**config.mk**
```make
export PLATFORM = sky130hd
export DESIGN_NAME = ssr_decision_ctrl
export DESIGN_NICKNAME = d
export VERILOG_FILES = /design/src/rtl/ssr_pkg.sv /design/src/rtl/ssr_debounce.sv /design/src/rtl/ssr_decision_ctrl.sv
export SDC_FILE = /design/constraint.sdc
export NUM_CORES = 1
export LEC_CHECK = 0
export ABC_AREA = 1
export BUFFER_PORTS_ARGS = -buffer_cell sky130_fd_sc_hd__buf_2
export CORE_ASPECT_RATIO = 1.75
export CORE_UTILIZATION = 41
export CTS_BUF_LIST = sky130_fd_sc_hd__clkbuf_8 sky130_fd_sc_hd__clkbuf_16
export CTS_CLUSTER_SIZE = 24
export DETAILED_ROUTE_END_ITERATION = 8
export PLACE_DENSITY_LB_ADDON = 0.3
export SYNTH_ARGS = -nofsm -noshare
export SYNTH_HDL_FRONTEND = slang
export SYNTH_SLANG_ARGS = --single-unit
```
**constraint.sdc**
```tcl
create_clock -name clk -period 5.6 [get_ports clk]
set_clock_uncertainty 0.05 [all_clocks]
set_input_delay 0.56 -clock clk [delete_from_list [all_inputs] [get_ports clk]]
set_output_delay 0.56 -clock clk [all_outputs]
set_load 0.005 [all_outputs]
```
**src/rtl/ssr_pkg.sv**
```systemverilog
`default_nettype none
// ============================================================================
// Module   : ssr_pkg
// Brief    : Shared state encoding and default parameter values for the
//            speech-recognition decision controller.
// Revision : 1.0
// ============================================================================
package ssr_pkg;

    localparam int DEF_NUM_CLASSES   = 4;
    localparam int DEF_VOTE_DEPTH    = 5;
    localparam int DEF_LISTEN_CYCLES = 100000000;
    localparam int DEF_HOLD_CYCLES   = 50000000;
    localparam int DEF_DEB_CYCLES    = 1000000;
    localparam int DEF_MIN_VOTES     = 3;

    typedef enum logic [1:0] {
        ST_IDLE   = 2'd0,
        ST_LISTEN = 2'd1,
        ST_DECIDE = 2'd2,
        ST_SHOW   = 2'd3
    } ssr_state_t;

endpackage : ssr_pkg
`default_nettype wire

```
**src/rtl/ssr_debounce.sv**
```systemverilog
`default_nettype none
// ============================================================================
// Module   : ssr_debounce
// Brief    : Two-flop synchroniser, stability counter and one-cycle pulse on
//            each debounced rising edge of an asynchronous push button.
// Revision : 1.0
// ============================================================================
module ssr_debounce
    import ssr_pkg::*;
#(
    parameter int DEB_CYCLES = DEF_DEB_CYCLES
) (
    input  logic clk,
    input  logic rst,
    input  logic but,
    output logic press
);

    localparam int CW = (DEB_CYCLES > 1) ? $clog2(DEB_CYCLES) : 1;
    localparam logic [CW-1:0] CNT_LAST = CW'(DEB_CYCLES - 1);

    logic          sync1;
    logic          sync2;
    logic          stable;
    logic [CW-1:0] cnt;

    // The synchronised level must disagree with the accepted level for
    // DEB_CYCLES consecutive samples before it is taken as the new level.
    always_ff @(posedge clk or negedge rst) begin
        if (!rst) begin
            sync1  <= 1'b0;
            sync2  <= 1'b0;
            stable <= 1'b0;
            cnt    <= '0;
            press  <= 1'b0;
        end else begin
            sync1 <= but;
            sync2 <= sync1;
            press <= 1'b0;
            if (sync2 == stable) begin
                cnt <= '0;
            end else if (cnt == CNT_LAST) begin
                stable <= sync2;
                cnt    <= '0;
                press  <= sync2;
            end else begin
                cnt <= cnt + CW'(1);
            end
        end
    end

endmodule : ssr_debounce
`default_nettype wire

```
**src/rtl/ssr_decision_ctrl.sv**
```systemverilog
`default_nettype none
// ============================================================================
// Module   : ssr_decision_ctrl
// Brief    : Button-armed listening window that majority-votes classifier
//            results and shows the winner on a one-hot LED bank for a hold
//            time. Macro SSR_MIN_VOTES_EN rejects winners below MIN_VOTES.
// Revision : 1.0
// ============================================================================
module ssr_decision_ctrl
    import ssr_pkg::*;
#(
    parameter int NUM_CLASSES   = DEF_NUM_CLASSES,
    parameter int CLASS_W       = $clog2(NUM_CLASSES),
    parameter int VOTE_DEPTH    = DEF_VOTE_DEPTH,
    parameter int LISTEN_CYCLES = DEF_LISTEN_CYCLES,
    parameter int HOLD_CYCLES   = DEF_HOLD_CYCLES,
    parameter int DEB_CYCLES    = DEF_DEB_CYCLES,
    parameter int MIN_VOTES     = DEF_MIN_VOTES
) (
    input  logic                   clk,
    input  logic                   rst,
    input  logic                   but,
    input  logic                   class_valid,
    input  logic [CLASS_W-1:0]     class_idx,
    output logic [NUM_CLASSES-1:0] led,
    output logic                   busy,
    output logic                   result_valid,
    output logic [CLASS_W-1:0]     result_idx,
    output logic                   no_result
);

    localparam int HW  = $clog2(VOTE_DEPTH + 1);
    localparam int TW  = (LISTEN_CYCLES > 1) ? $clog2(LISTEN_CYCLES) : 1;
    localparam int HTW = (HOLD_CYCLES > 1) ? $clog2(HOLD_CYCLES) : 1;

    localparam logic [HW-1:0]  LAST_VOTE   = HW'(VOTE_DEPTH - 1);
    localparam logic [TW-1:0]  LISTEN_LAST = TW'(LISTEN_CYCLES - 1);
    localparam logic [HTW-1:0] HOLD_LAST   = HTW'(HOLD_CYCLES - 1);

    ssr_state_t state;
    ssr_state_t state_next;

    logic                   press;
    logic                   enter_listen;
    logic                   count_vote;
    logic [NUM_CLASSES-1:0] hit_vec;

    logic [HW-1:0]          hist [NUM_CLASSES];
    logic [HW-1:0]          votes;
    logic [TW-1:0]          timer;
    logic [HTW-1:0]         hold;

    logic [CLASS_W-1:0]     win_idx;
    logic [HW-1:0]          win_cnt;
    logic                   win_none;
    logic [CLASS_W-1:0]     res_idx_q;
    logic                   no_res_q;

    ssr_debounce #(
        .DEB_CYCLES (DEB_CYCLES)
    ) u_debounce (
        .clk   (clk),
        .rst   (rst),
        .but   (but),
        .press (press)
    );

    // A class index with no matching bin leaves hit_vec empty, so it is dropped.
    for (genvar g = 0; g < NUM_CLASSES; g++) begin : g_hit
        assign hit_vec[g] = (class_idx == CLASS_W'(g));
    end

    assign count_vote = (state == ST_LISTEN) && class_valid && (|hit_vec);

    always_ff @(posedge clk or negedge rst) begin
        if (!rst) begin
            state <= ST_IDLE;
        end else begin
            state <= state_next;
        end
    end

    // Leaving LISTEN looks at the vote arriving this cycle so the decision
    // strobe follows the last counted vote by exactly one cycle.
    always_comb begin
        state_next   = state;
        enter_listen = 1'b0;
        busy         = 1'b0;
        result_valid = 1'b0;
        case (state)
            ST_IDLE: begin
                if (press) begin
                    state_next   = ST_LISTEN;
                    enter_listen = 1'b1;
                end
            end
            ST_LISTEN: begin
                busy = 1'b1;
                if ((count_vote && (votes == LAST_VOTE)) || (timer == LISTEN_LAST)) begin
                    state_next = ST_DECIDE;
                end
            end
            ST_DECIDE: begin
                busy         = 1'b1;
                result_valid = 1'b1;
                state_next   = ST_SHOW;
            end
            ST_SHOW: begin
                if (press) begin
                    state_next   = ST_LISTEN;
                    enter_listen = 1'b1;
                end else if (hold == HOLD_LAST) begin
                    state_next = ST_IDLE;
                end
            end
            default: begin
                state_next = ST_IDLE;
            end
        endcase
    end

    always_ff @(posedge clk or negedge rst) begin
        if (!rst) begin
            for (int i = 0; i < NUM_CLASSES; i++) begin
                hist[i] <= '0;
            end
            votes <= '0;
            timer <= '0;
        end else if (enter_listen) begin
            for (int i = 0; i < NUM_CLASSES; i++) begin
                hist[i] <= '0;
            end
            votes <= '0;
            timer <= '0;
        end else if (state == ST_LISTEN) begin
            timer <= timer + TW'(1);
            if (count_vote) begin
                votes <= votes + HW'(1);
                for (int i = 0; i < NUM_CLASSES; i++) begin
                    if (hit_vec[i]) begin
                        hist[i] <= hist[i] + HW'(1);
                    end
                end
            end
        end
    end

    // Strict greater-than keeps the lowest index on ties.
    always_comb begin
        win_idx = '0;
        win_cnt = hist[0];
        for (int i = 1; i < NUM_CLASSES; i++) begin
            if (hist[i] > win_cnt) begin
                win_idx = CLASS_W'(i);
                win_cnt = hist[i];
            end
        end
    end

`ifdef SSR_MIN_VOTES_EN
    assign win_none = (votes == '0) || (int'(win_cnt) < MIN_VOTES);
`else
    logic unused_min_votes;
    assign win_none         = (votes == '0);
    assign unused_min_votes = ^MIN_VOTES;
`endif

    always_ff @(posedge clk or negedge rst) begin
        if (!rst) begin
            res_idx_q <= '0;
            no_res_q  <= 1'b0;
            hold      <= '0;
        end else if (state == ST_DECIDE) begin
            res_idx_q <= win_idx;
            no_res_q  <= win_none;
            hold      <= '0;
        end else if (state == ST_SHOW) begin
            hold <= hold + HTW'(1);
        end
    end

    // The fresh decision is presented during DECIDE; the registered copy holds it afterwards.
    assign result_idx = (state == ST_DECIDE) ? win_idx  : res_idx_q;
    assign no_result  = (state == ST_DECIDE) ? win_none : no_res_q;

    for (genvar g = 0; g < NUM_CLASSES; g++) begin : g_led
        assign led[g] = (state == ST_SHOW) && !no_res_q && (res_idx_q == CLASS_W'(g));
    end

endmodule : ssr_decision_ctrl
`default_nettype wire

```
Yosys cells after proc, flatten, opt, wreduce, memory -nomap -nowiden. Index checks and enable logic that the tools add are counted.

Register bits after elaboration: 97. Output and inout bits: 9. Logic and storage cells: 109.

Add/sub/neg operators: 8. Magnitude comparators: 3. Equality and inequality tests: 17. Multiplexer cells: 34. Bitwise gates (word level): 1. Reduce and logical (&&, ||, !) cells: 31.

Operators by type and width (number): 27-bit 2-to-1 mux (2); 26-bit 2-to-1 mux (2); 20-bit 2-to-1 mux (2); 12-bit 2-to-1 mux (3); 27-bit by 1-bit adder with 27-bit output, second input constant (1); 27-bit equality test, second input constant (1); 3-bit 2-to-1 mux (9); 26-bit by 1-bit adder with 26-bit output, second input constant (1); 26-bit equality test, second input constant (1); 20-bit by 1-bit adder with 20-bit output, second input constant (1); 20-bit equality test, second input constant (1); 3-bit by 1-bit adder with 3-bit output, second input constant (5); 3-bit AND reduction (5); 2-bit 2-to-1 mux (7); 2-bit nonzero test (7); 2-bit equality test, second input constant (6); 3-bit greater-than comparator (3); 1-bit logical AND (8); 1-bit 2-to-1 mux (8); 2-bit case mux with 4 select lines (1); 2-bit by 1-bit equality test with 1-bit output, second input constant (3); 2-bit zero test (3); 2-bit AND reduction (2); 2-bit OR reduction (2); other kinds (10) (10).

Logic depth before layout (Yosys ltp). Gate-level depths: netlist of run 1.

Depth in word-level cells: 7. Gate-level depth with buffers: 19. Mapped depth without buffers: 19.

Cells and area by module. A second synthesis of run 1 with hierarchy kept.

Cell total of the unflattened synthesis: 767. Area, all modules: 5864.4 um2.

By module, submodules not included: ssr_decision_ctrl (times used 1, cells an instance 600, area each 4469.3 um2, seq. area each 1826.8 um2); ssr_debounce (times used 1, cells an instance 167, area each 1395.1 um2, seq. area each 600.6 um2).

Least setup slack after synthesis of run 1. Ideal clock, no wire load.

Path type: reg-to-output. Start point: register hist[11] in the netlist's numbering. End point: output result_idx[0]. Arrival time: 2742 ps. Path slack: 2248 ps. Cell stages (with the launch flop): 19. Cell sequence: dfrtp_1 > inv_1 > ha_1 > a21oi_1 > nand2_1 > nand2_1 > o21a_1 > inv_1 > ha_1 > nand2_1 > o21ai_0 > nand2_1 > nand2_1 > o21ai_0 > ha_1 > nand3_1 > a32oi_1 > nor2_1 > a22oi_1.

Longest elaborated chain between the ends: 7. Elaborated cells on any way between the ends: 9. Those cells by class: order compare: 3; mux: 6.

Ends and longest elaborated chain: start, declared (RTL line ssr_decision_ctrl.sv:48) `logic [HW-1:0] hist [NUM_CLASSES];`; start signal, assigned by index (RTL line ssr_decision_ctrl.sv:141) `hist[i] <= hist[i] + HW'(1);`; 3-bit greater-than comparator (RTL line ssr_decision_ctrl.sv:153) `if (hist[i] > win_cnt) begin`; 3-bit 2-to-1 mux (RTL line ssr_decision_ctrl.sv:153); 3-bit greater-than comparator (RTL line ssr_decision_ctrl.sv:153); 3-bit 2-to-1 mux (RTL line ssr_decision_ctrl.sv:153); 3-bit greater-than comparator (RTL line ssr_decision_ctrl.sv:153); 2-bit 2-to-1 mux (*) (RTL line ssr_decision_ctrl.sv:153); 2-bit 2-to-1 mux (*) (RTL line ssr_decision_ctrl.sv:183) `assign result_idx = (state == ST_DECIDE) ? win_idx : res_idx_q;`; end, declared (RTL line ssr_decision_ctrl.sv:28) `output logic [CLASS_W-1:0] result_idx,`.

Mark *: on every way between the ends. The rest lies on a longest branch, timed or not.

Worst setup path after layout of run 1.
Start point: register hist[11] in the netlist's numbering. End point: output result_idx[1].

Longest elaborated chain between the ends: 7. Elaborated cells on any way between the ends: 8. Those cells by class: order compare: 3; mux: 5.

Ends and longest elaborated chain (RTL line): 3-bit greater-than comparator (ssr_decision_ctrl.sv:153); 3-bit 2-to-1 mux (*) (ssr_decision_ctrl.sv:153); 3-bit greater-than comparator (ssr_decision_ctrl.sv:153); 3-bit 2-to-1 mux (ssr_decision_ctrl.sv:153); 3-bit greater-than comparator (ssr_decision_ctrl.sv:153); 2-bit 2-to-1 mux (*) (ssr_decision_ctrl.sv:153); 2-bit 2-to-1 mux (*) (ssr_decision_ctrl.sv:183).

Marked as above.

==> results of run 1 <==
-- final cells by class --
cell class | instances | area (sq um) | share of cell area, %
multi-input cells | 567 | 2890 | 45.5
flip-flops and latches | 97 | 2430 | 38.3
inverters | 113 | 427 | 6.73
clock buffers | 10 | 239 | 3.77
well taps | 177 | 221 | 3.49
repair buffers | 16 | 87.6 | 1.38
clock inverters | 5 | 50.0 | 0.790
-- cells in the mapped netlist (4+ instances only) --
cell | n | area share, %
o21ai_0 | 36 | 3.1
o21ai_1 | 7 | 0.61
nor3_2 | 4 | 0.69
xor2_1 | 8 | 1.2
nor4_1 | 5 | 0.54
nand3_1 | 53 | 4.6
clkbuf_1 | 6 | 0.39
nor2_1 | 121 | 7.9
nand2_1 | 172 | 11
nand2_2 | 7 | 0.76
dfrtp_1 | 97 | 42
nor2_4 | 6 | 1.2
nand4_1 | 14 | 1.5
ha_1 | 23 | 5.0
a21oi_1 | 42 | 3.6
nor3_1 | 27 | 2.3
nor2_2 | 10 | 1.1
inv_1 | 98 | 6.4
xnor2_1 | 4 | 0.61
inv_2 | 14 | 0.91
-- stage by stage --
step	instance area (sq um)	power [W]	cells	hold slack (ns)
floorplan	5780	0.000724	786	0.214
global placement	6050	0.000743	970	0.282
detailed placement	6050	0.000744	970	0.294
CTS	6340	0.00136	985	0.0781
global route	6340	0.00139	985	0.0892
finish	6340	0.00134	985	0.0706
-- final timing paths --
kind,endpoint,cells past startpoint,slack [ns]
worst max-delay path,result_idx[1],19,1.42
worst min-delay path,hist[5],1,0.07
worst max register to register,res_idx_q[1],18,2.37
worst min register to register,u_debounce.sync2,0,0.31
max in group asynchronous,u_debounce.cnt[15],2,4.17
min in group clk,u_debounce.sync1,1,0.27
-- flip-flops by register name, indices dropped and copies added, names as in the netlist --
| signal | flops |
|---|---|
| hist | 12 |
| votes | 3 |
| no_res_q | 1 |
| u_debounce.cnt | 20 |
| u_debounce.press | 1 |
| state | 2 |
| timer | 27 |
| u_debounce.sync2 | 1 |
| res_idx_q | 2 |
| hold | 26 |
| u_debounce.sync1 | 1 |
| u_debounce.stable | 1 |
-- where the power goes --
part	internal, W	total [W]	leakage (nW)	switching (W)
clock network	0.000352	0.000614	0.152	0.000262
logic	0.00000444	0.0000238	1.60	0.0000194
registers	0.000703	0.000705	1.34	0.00000188
total	0.00106	0.00134	3.09	0.000283
-- routing by layer --
metal	up-vias	track usage [%]	wire, um
li1	2561	-	-
met1	2298	19.4	5060
met2	53	36.6	7050
met3	27	2.82	244
met4	0	7.46	309
met5	-	0	0
-- logic make-up after synthesis --
kind of cell,share of synthesized area [%]
adders and majority gates,4.98
DFF,42.0
buffers and inverters,8.11
and+or+nand+nor,33.7
xor gates and xnor gates,1.82
AOI/OAI and AO/OA,9.41
-- worst reg2reg max path: stages (launching register included) --
cell	delay (ns)
dfrtp_1	0.38
inv_1	0.09
ha_1	0.26
a21oi_1	0.15
nand2_1	0.11
nand2_1	0.07
o21a_1	0.14
inv_1	0.05
ha_1	0.30
nand2_1	0.05
o21ai_0	0.24
nand2_1	0.19
nand2_1	0.10
o21ai_0	0.09
ha_1	0.31
nand3_1	0.07
a32oi_1	0.17
nor2_1	0.08
a22oi_1	0.20
==> reports/metrics.cfg, run 1 <==
[outcome]
status = complete, no violations

[critical_path]
path_class = register to primary output
path_delay_family = compound AO/OA/AOI/OAI gates
crit_path_cell_trace = inv_1, ha_1, a21oi_1, nand2_1, nand2_1, o21a_1, inv_1, ha_1, nand2_1, o21ai_0, nand2_1, nand2_1, o21ai_0, ha_1, nand3_1, a32oi_1, nor2_1, a22oi_1, buf_2
slowest_delay_ns = 0.38
critPathSlowestCell = dfrtp_1
r2r_start = hist[11]
critPathCaptureType = primary output
path_common_cell = nand2_1
cp.arrival_ns = 3.57
startpoint = hist[11]
cp_max_fo = 6
startpoint_type = register
required_ns = 4.99
cp_num_buf_inv = 3

[drt]
drc = 0
totalWireLength_mm = 12.7
ant_nets = 0
vias = 4939
drtPass1Iterations = 4
vias_per_cell = 5.01
wl_per_cell_um = 12.9
drtIter0Drc = 249

[flow_run]
cap_violations = 0

[hold_path]
hold_class = primary input to asynchronous set/reset pin

[clock_tree]
cts_max_path_buffers = 2
clkTransAtPathRegs_ns = 0.07
cts_num_sinks = 97
htree_num_levels = 3
hold_buffers = 0
clk_latency_ns = 0.34
cts_tree = done
numCtsBuffers = 9
cts_resized = 0
cts-root-buf = clkbuf_16
post_cts_buffers = 0

[timing]
worstMarginPinSlew_ns = 0.940
setup_slack_ns = 1.42
setup_violations = 0
timing.final.crit_share_pct = 74.7
final.min_clock_period_ns = 4.18
final_hold_viol_count = 0
slew_violations = 0
clock.fmax_mhz = 239
slew_headroom_pct = 37.2
rsz0062_at_grt = no
tns_ns = 0

[grt]
grt_max_degree = 72
antenna_found_initial = 0
grt_pass1_vias = 5008
grt-ovfl-total = 0
grtUsageTotal_pct = 18.7
grt_pass1_wl_mm = 22.2

[floorplan]
dieArea_sq_um = 14600
rows = 57
pin_count = 15
die_y_um = 159
die_w_um = 91.8
coreArea_sq_um = 13800
initial_core_util_pct = 41.8

[logic_synthesis]
synth_async_sr_flop_share_pct = 100
yosysSeqAreaShare_pct = 42.0
synthDistinctLibCells = 40
netlist_instances = 786
ys_warn_count = 0
syn-num-nets = 815
synth-main-ff-cell = dfrtp_1
synth_area_per_cell_sq_um = 7.36
ys_seq_elements = 97
netlist_area_sq_um = 5780
synth_edf_count = 0

[layout]
most-common-layout-cells = nand2_1 (172), nor2_1 (121), inv_1 (101)
fin_nets = 833
utilization_pct = 45.8
final_common_cell = nand2_1
n_antenna_cell = 0
layout-drive-gt1-share_pct = 9.41
syn2layout_area_growth_pct = 9.61
fillers = 1423

[power_and_ir_drop]
ir_worst_vdd_mv = 0.111
pwr_density_cell_nw_per_um2 = 212
power.leakage_nw = 3.09

[place]
dp.final_hpwl_mm = 9.48
dp_slack_ns = 1.77
place_congestion = 0.910
io_buffers = 14

No activity file was read; power rests on OpenSTA's default activity.
==> run 2, diff against run 1 <==
Clock period 5.6 ns to 4.3 ns, I/O delays scaled along.
==> run 2 against run 1 <==
  * Worst setup slack worse by 1.1 ns
  * Combinational power is 31% higher
  * Sequential power is 30% higher
  * Die area stayed put
  * Worst hold slack better by 0.072 ns
  * Sequential share of layout area is 0.13 points lower
  * Register-to-register slack worse by 1.2 ns
  * Non-clock buffer count is 1 higher
  * Utilization is 0.15 points higher
  * First-iteration DRC count is 24% lower
==> reports/metrics.cfg, run 2 (synthesis results as in run 1) <==
[critical_path]
reg2reg_slack_ns = 1.18
ff2ff_path_depth = 18
cp_num_buf_inv = 3
crit_path_cell_trace = inv_1, ha_1, a21oi_1, nand2_1, nand2_1, o21a_1, inv_1, ha_1, nand2_1, o21ai_1, nand2_1, nand2_1, o21ai_0, ha_1, nand3_1, a32oi_1, nor2_1, a22oi_2, buf_2
path_common_cell = nand2_1
path_class = register to primary output
path_delay_family = compound AO/OA/AOI/OAI gates
r2r-end = res_idx_q[1]
cp_max_fo = 6
startpoint_type = register
critPathCaptureType = primary output
critPathSlowestCell = dfrtp_1
required_ns = 3.82
slowest_delay_ns = 0.38
r2r_start = hist[11]
cp.arrival_ns = 3.46

[clock_tree]
post_cts_buffers = 0
clk_latency_ns = 0.34
htree_num_levels = 3
cts-root-buf = clkbuf_16
cts_resized = 0
numCtsBuffers = 9
cts_num_sinks = 97
clkTransAtPathRegs_ns = 0.07
cts_max_path_buffers = 2
cts_tree = done
hold_buffers = 0

[drt]
vias_per_cell = 5.06
drc = 0
highest_layer = met4
met2WireLength_mm = 7.00
drtIter0Drc = 188
met3WireLength_um = 228
wl_per_cell_um = 12.9
drtPass1Iterations = 4
wl_met1_mm = 5.16
vias = 4994
ant_nets = 0
totalWireLength_mm = 12.7

[layout]
final_area_sq_um = 6360
largest_reg_flops = 27
regMostFlops = timer
multi_input_area_sq_um = 2900
utilization_pct = 46.0
most-common-layout-cells = nand2_1 (172), nor2_1 (121), inv_1 (98)
syn2layout_area_growth_pct = 9.98
reg.largest.list = timer: 27 flops, hold: 26 flops, u_debounce.cnt: 20 flops
n_antenna_cell = 0
final_common_cell = nand2_1
seq_area_sq_um = 2430
fin_nets = 834
fillers = 1442
layout-drive-gt1-share_pct = 10.2

[power_and_ir_drop]
power.leakage_nw = 3.09
pwr_density_cell_nw_per_um2 = 274
ir_worst_vdd_mv = 0.159

[grt]
antenna_found_initial = 0
grt_pass1_wl_mm = 22.1
grt_max_degree = 75
grtUsageTotal_pct = 18.8
grt_pass1_vias = 4883
grt-ovfl-total = 0

[place]
io_buffers = 14
dp.final_hpwl_mm = 9.49
dp_slack_ns = 0.596
place_congestion = 0.897
dpl_cell_area_sq_um = 6060

[timing]
setup_violations = 0
slew_headroom_pct = 36.2
worstMarginPinSlew_ns = 0.956
setup_slack_ns = 0.356
tns_ns = 0
rsz0062_at_grt = no
final_hold_viol_count = 0
final.min_clock_period_ns = 3.94
clock.fmax_mhz = 254
slew_violations = 0
timing.final.crit_share_pct = 91.7

[floorplan]
initial_core_util_pct = 41.8
dieArea_sq_um = 14600
die_w_um = 91.8
die_y_um = 159
rows = 57
pin_count = 15
coreArea_sq_um = 13800

[outcome]
status = complete, no violations

[hold_path]
hold_end = u_debounce.sync1
hold_class = primary input to register
min-delay-start = but
min_path_cells = 1

[flow_run]
cap_violations = 0

-- run 2: cell types whose count changed in the layout (fill, tap and decap cells not counted) --
cell / change
a22oi_1: -2
a22oi_2: +2
buf_4: +1
bufinv_16: -1
clkbuf_8: +2
clkinv_2: +2
clkinvlp_4: +1
inv_1: -3
o21ai_0: -1
o21ai_1: +1
-- run 2: layout make-up --
| type | count | share of cell area, % |
|---|---|---|
| multi-input combinational | 567 | 45.5 |
| sequential | 97 | 38.2 |
| inverter | 113 | 6.71 |
| clock buffer | 12 | 4.19 |
| tap | 177 | 3.48 |
| timing repair buffer | 17 | 1.50 |
| clock inverter | 4 | 0.413 |
-- run 2: metal layers --
layer  GRT usage, %  vias up
met4           7.10        0
met2           35.9       57
met5              0        -
li1               -     2569
met3           3.34       29
met1           20.0     2339
-- run 2: power by group --
group / total [W] / switching, W / internal, W
Clock: 0.000790 / 0.000351 / 0.000439
Combinational: 0.0000311 / 0.0000254 / 0.00000573
Sequential: 0.000918 / 0.00000261 / 0.000915
Total: 0.00174 / 0.000379 / 0.00136
-- run 2: metrics by stage --
step	hold WS (ns)	std cells	total power [W]
global placement	0.283	971	0.000968
detailed placement	0.292	971	0.000969
floorplan	0.0844	786	0.000943
finish	0.143	987	0.00174
global route	0.129	987	0.00180
CTS	0.131	987	0.00176
-- run 2: worst max-delay path by stage --
stage | from | slack [ns] | endpoint | depth (start not counted)
after floorplan | hist[11] | 1.08 | result_idx[0] | 18
after global placement | hist[11] | 0.67 | result_idx[1] | 19
after detailed placement | hist[11] | 0.60 | result_idx[1] | 19
after CTS | hist[11] | 0.20 | result_idx[1] | 19
after global routing | hist[11] | 0.03 | result_idx[0] | 18
final | hist[11] | 0.36 | result_idx[0] | 19
==> run 3, diff against run 2 <==
Settings changed: CORE_ASPECT_RATIO 1.75 to default, HOLD_SLACK_MARGIN from default to 0.12.
Clock period 4.3 ns to 4.2 ns, I/O delays scaled along.
==> run 3 against run 2 <==
  * Power is 2.8% higher
  * Utilization is 0.18 points higher
  * Flip-flop and latch count stayed put
  * Clock power is 3.3% higher
  * Non-clock buffer count is 1 higher
  * Count of clock-buffer cells in the layout is 1 higher
  * Via count is 2.7% lower
  * Sequential share of layout area is 0.13 points lower
  * Critical path depth stayed put
  * Highest routed layer unchanged
==> reports/metrics.cfg, run 3 (synthesis results as in run 1) <==
[outcome]
status = complete, no violations

[clock_tree]
cts_num_sinks = 97
cts-root-buf = clkbuf_16
post_cts_buffers = 0
cts_tree = done
clkTransAtPathRegs_ns = 0.06
numCtsBuffers = 9
clk_latency_ns = 0.35
cts_max_path_buffers = 2
htree_num_levels = 3

[critical_path]
path_common_cell = nand2_1
critPathCaptureType = primary output
cp_max_fo = 6
slowest_delay_ns = 0.38
required_ns = 3.73
crit_path_cell_trace = inv_1, ha_1, a21oi_2, nand2_1, nand2_1, o21a_1, inv_1, ha_1, nand2_1, o21ai_2, nand2_2, nand2_1, o21ai_0, ha_1, nand3_1, a32oi_1, nor2_1, a22oi_1, buf_2
startpoint_type = register
r2r_start = hist[11]
path_class = register to primary output
cp.arrival_ns = 3.48
critPathSlowestCell = dfrtp_1
r2r-end = res_idx_q[1]
ff2ff_path_depth = 18
reg2reg_slack_ns = 1.08

[place]
placed_cells = 974
dp.final_hpwl_mm = 8.79
io_buffers = 14
place_congestion = 0.839
dp_slack_ns = 0.487

[hold_path]
hold_class = primary input to asynchronous set/reset pin

[drt]
drc = 0
wl_per_cell_um = 12.5
drtPass1Iterations = 4
vias_per_cell = 4.90
drtIter0Drc = 274
totalWireLength_mm = 12.4
ant_nets = 0
vias = 4857

[power_and_ir_drop]
comb_power_share_pct = 1.8
power.switching_w = 0.000382
power.leakage_nw = 3.11
pwr-share-seq_pct = 52.5
pwr_density_cell_nw_per_um2 = 280
ir_worst_vdd_mv = 0.142
swShare_pct = 21.4
internal_power_w = 0.00141
power_w = 0.00179
clkPwrFrac_pct = 45.6

[timing]
final_hold_viol_count = 0
slew_violations = 0
clock.fmax_mhz = 253
timing.final.crit_share_pct = 93.9
setup_violations = 0
rsz0062_at_grt = no
setup_slack_ns = 0.254
final.min_clock_period_ns = 3.95
tns_ns = 0
worstMarginPinSlew_ns = 0.949
slew_headroom_pct = 36.7

[grt]
antenna_found_initial = 0
grtUsageTotal_pct = 18.2
grt-ovfl-total = 0
grt_pass1_vias = 4493
grt_max_degree = 75
grt_pass1_wl_mm = 21.1

[floorplan]
rows = 43
initial_core_util_pct = 41.8
dieArea_sq_um = 14600
die_y_um = 121
die_w_um = 121
pin_count = 15
coreArea_sq_um = 13800

[layout]
syn2layout_area_growth_pct = 10.3
fillers = 1393
most-common-layout-cells = nand2_1 (171), nor2_1 (121), inv_1 (100)
utilization_pct = 46.1
final_common_cell = nand2_1
n_antenna_cell = 0
largest_reg_flops = 27
fin_nets = 835
reg.largest.list = timer: 27 flops, hold: 26 flops, u_debounce.cnt: 20 flops
layout-drive-gt1-share_pct = 10.2
final_cell_count_no_fill = 991
regMostFlops = timer

[flow_run]
cap_violations = 0

[run 3: cell types whose count changed in the layout (fill, tap and decap cells not counted), sizes merged]
cell,delta
clkbuf,+1
clkinv,-3
dlygate4sd3,+1
inv,+2
[run 3: worst max-delay path by stage]
stage | startpoint | end | cells past startpoint
floorplan | hist[11] | result_idx[0] | 18
global placement | hist[11] | result_idx[0] | 18
detailed placement | hist[11] | result_idx[0] | 18
CTS | hist[11] | result_idx[1] | 18
global route | hist[11] | result_idx[1] | 19
finish | hist[11] | result_idx[1] | 19
[run 3: what timing repair did]
action                                  in CTS  in global routing
hold buffers                                 1                  0
endpoints found under the setup margin       0                  2
resized for setup                            0                  6
hold endpoints to repair                     1                  0
[run 3: final cells by class]
class                      instances  area [sq um]  share of cell area (%)
timing repair buffer              18           105                    1.65
sequential                        97          2430                    38.0
clock buffer                      13           280                    4.39
clock inverter                     3          15.0                   0.235
tap                              180           225                    3.53
multi-input combinational        567          2900                    45.5
inverter                         113           427                    6.69
[run 3: layer usage]
layer	routed length, um	up-vias	global-route usage [%]
li1	-	2575	-
met1	6430	2220	25.9
met2	5480	46	27.7
met3	298	16	3.58
met4	165	0	6.25
met5	0	-	0
[run 3: worst max-delay path, delay by kind of cell (launching register included)]
family | cells | cell delay (ns)
buffers and inverters | 3 | 0.29
adder cells (fa/ha/maj) | 3 | 0.88
AO/OA/AOI/OAI | 6 | 0.94
AND/OR/NAND/NOR | 7 | 0.63
flip-flops | 1 | 0.38
[run 3: metrics by stage]
stage	instance area [sq um]	hold slack [ns]
after floorplan	5780	0.0744
after global placement	6060	0.315
after detailed placement	6060	0.310
after CTS	6360	0.221
after global routing	6380	0.270
final	6380	0.177
[run 3: power groups by stage]
stage / Combinational [W] / Sequential, W / Clock, W
after floorplan: 0.00000824 / 0.000957 / 0
after global placement: 0.0000342 / 0.000957 / 0
after global routing: 0.0000405 / 0.000939 / 0.000877
after CTS: 0.0000355 / 0.000939 / 0.000838
final: 0.0000330 / 0.000939 / 0.000816
after detailed placement: 0.0000346 / 0.000957 / 0
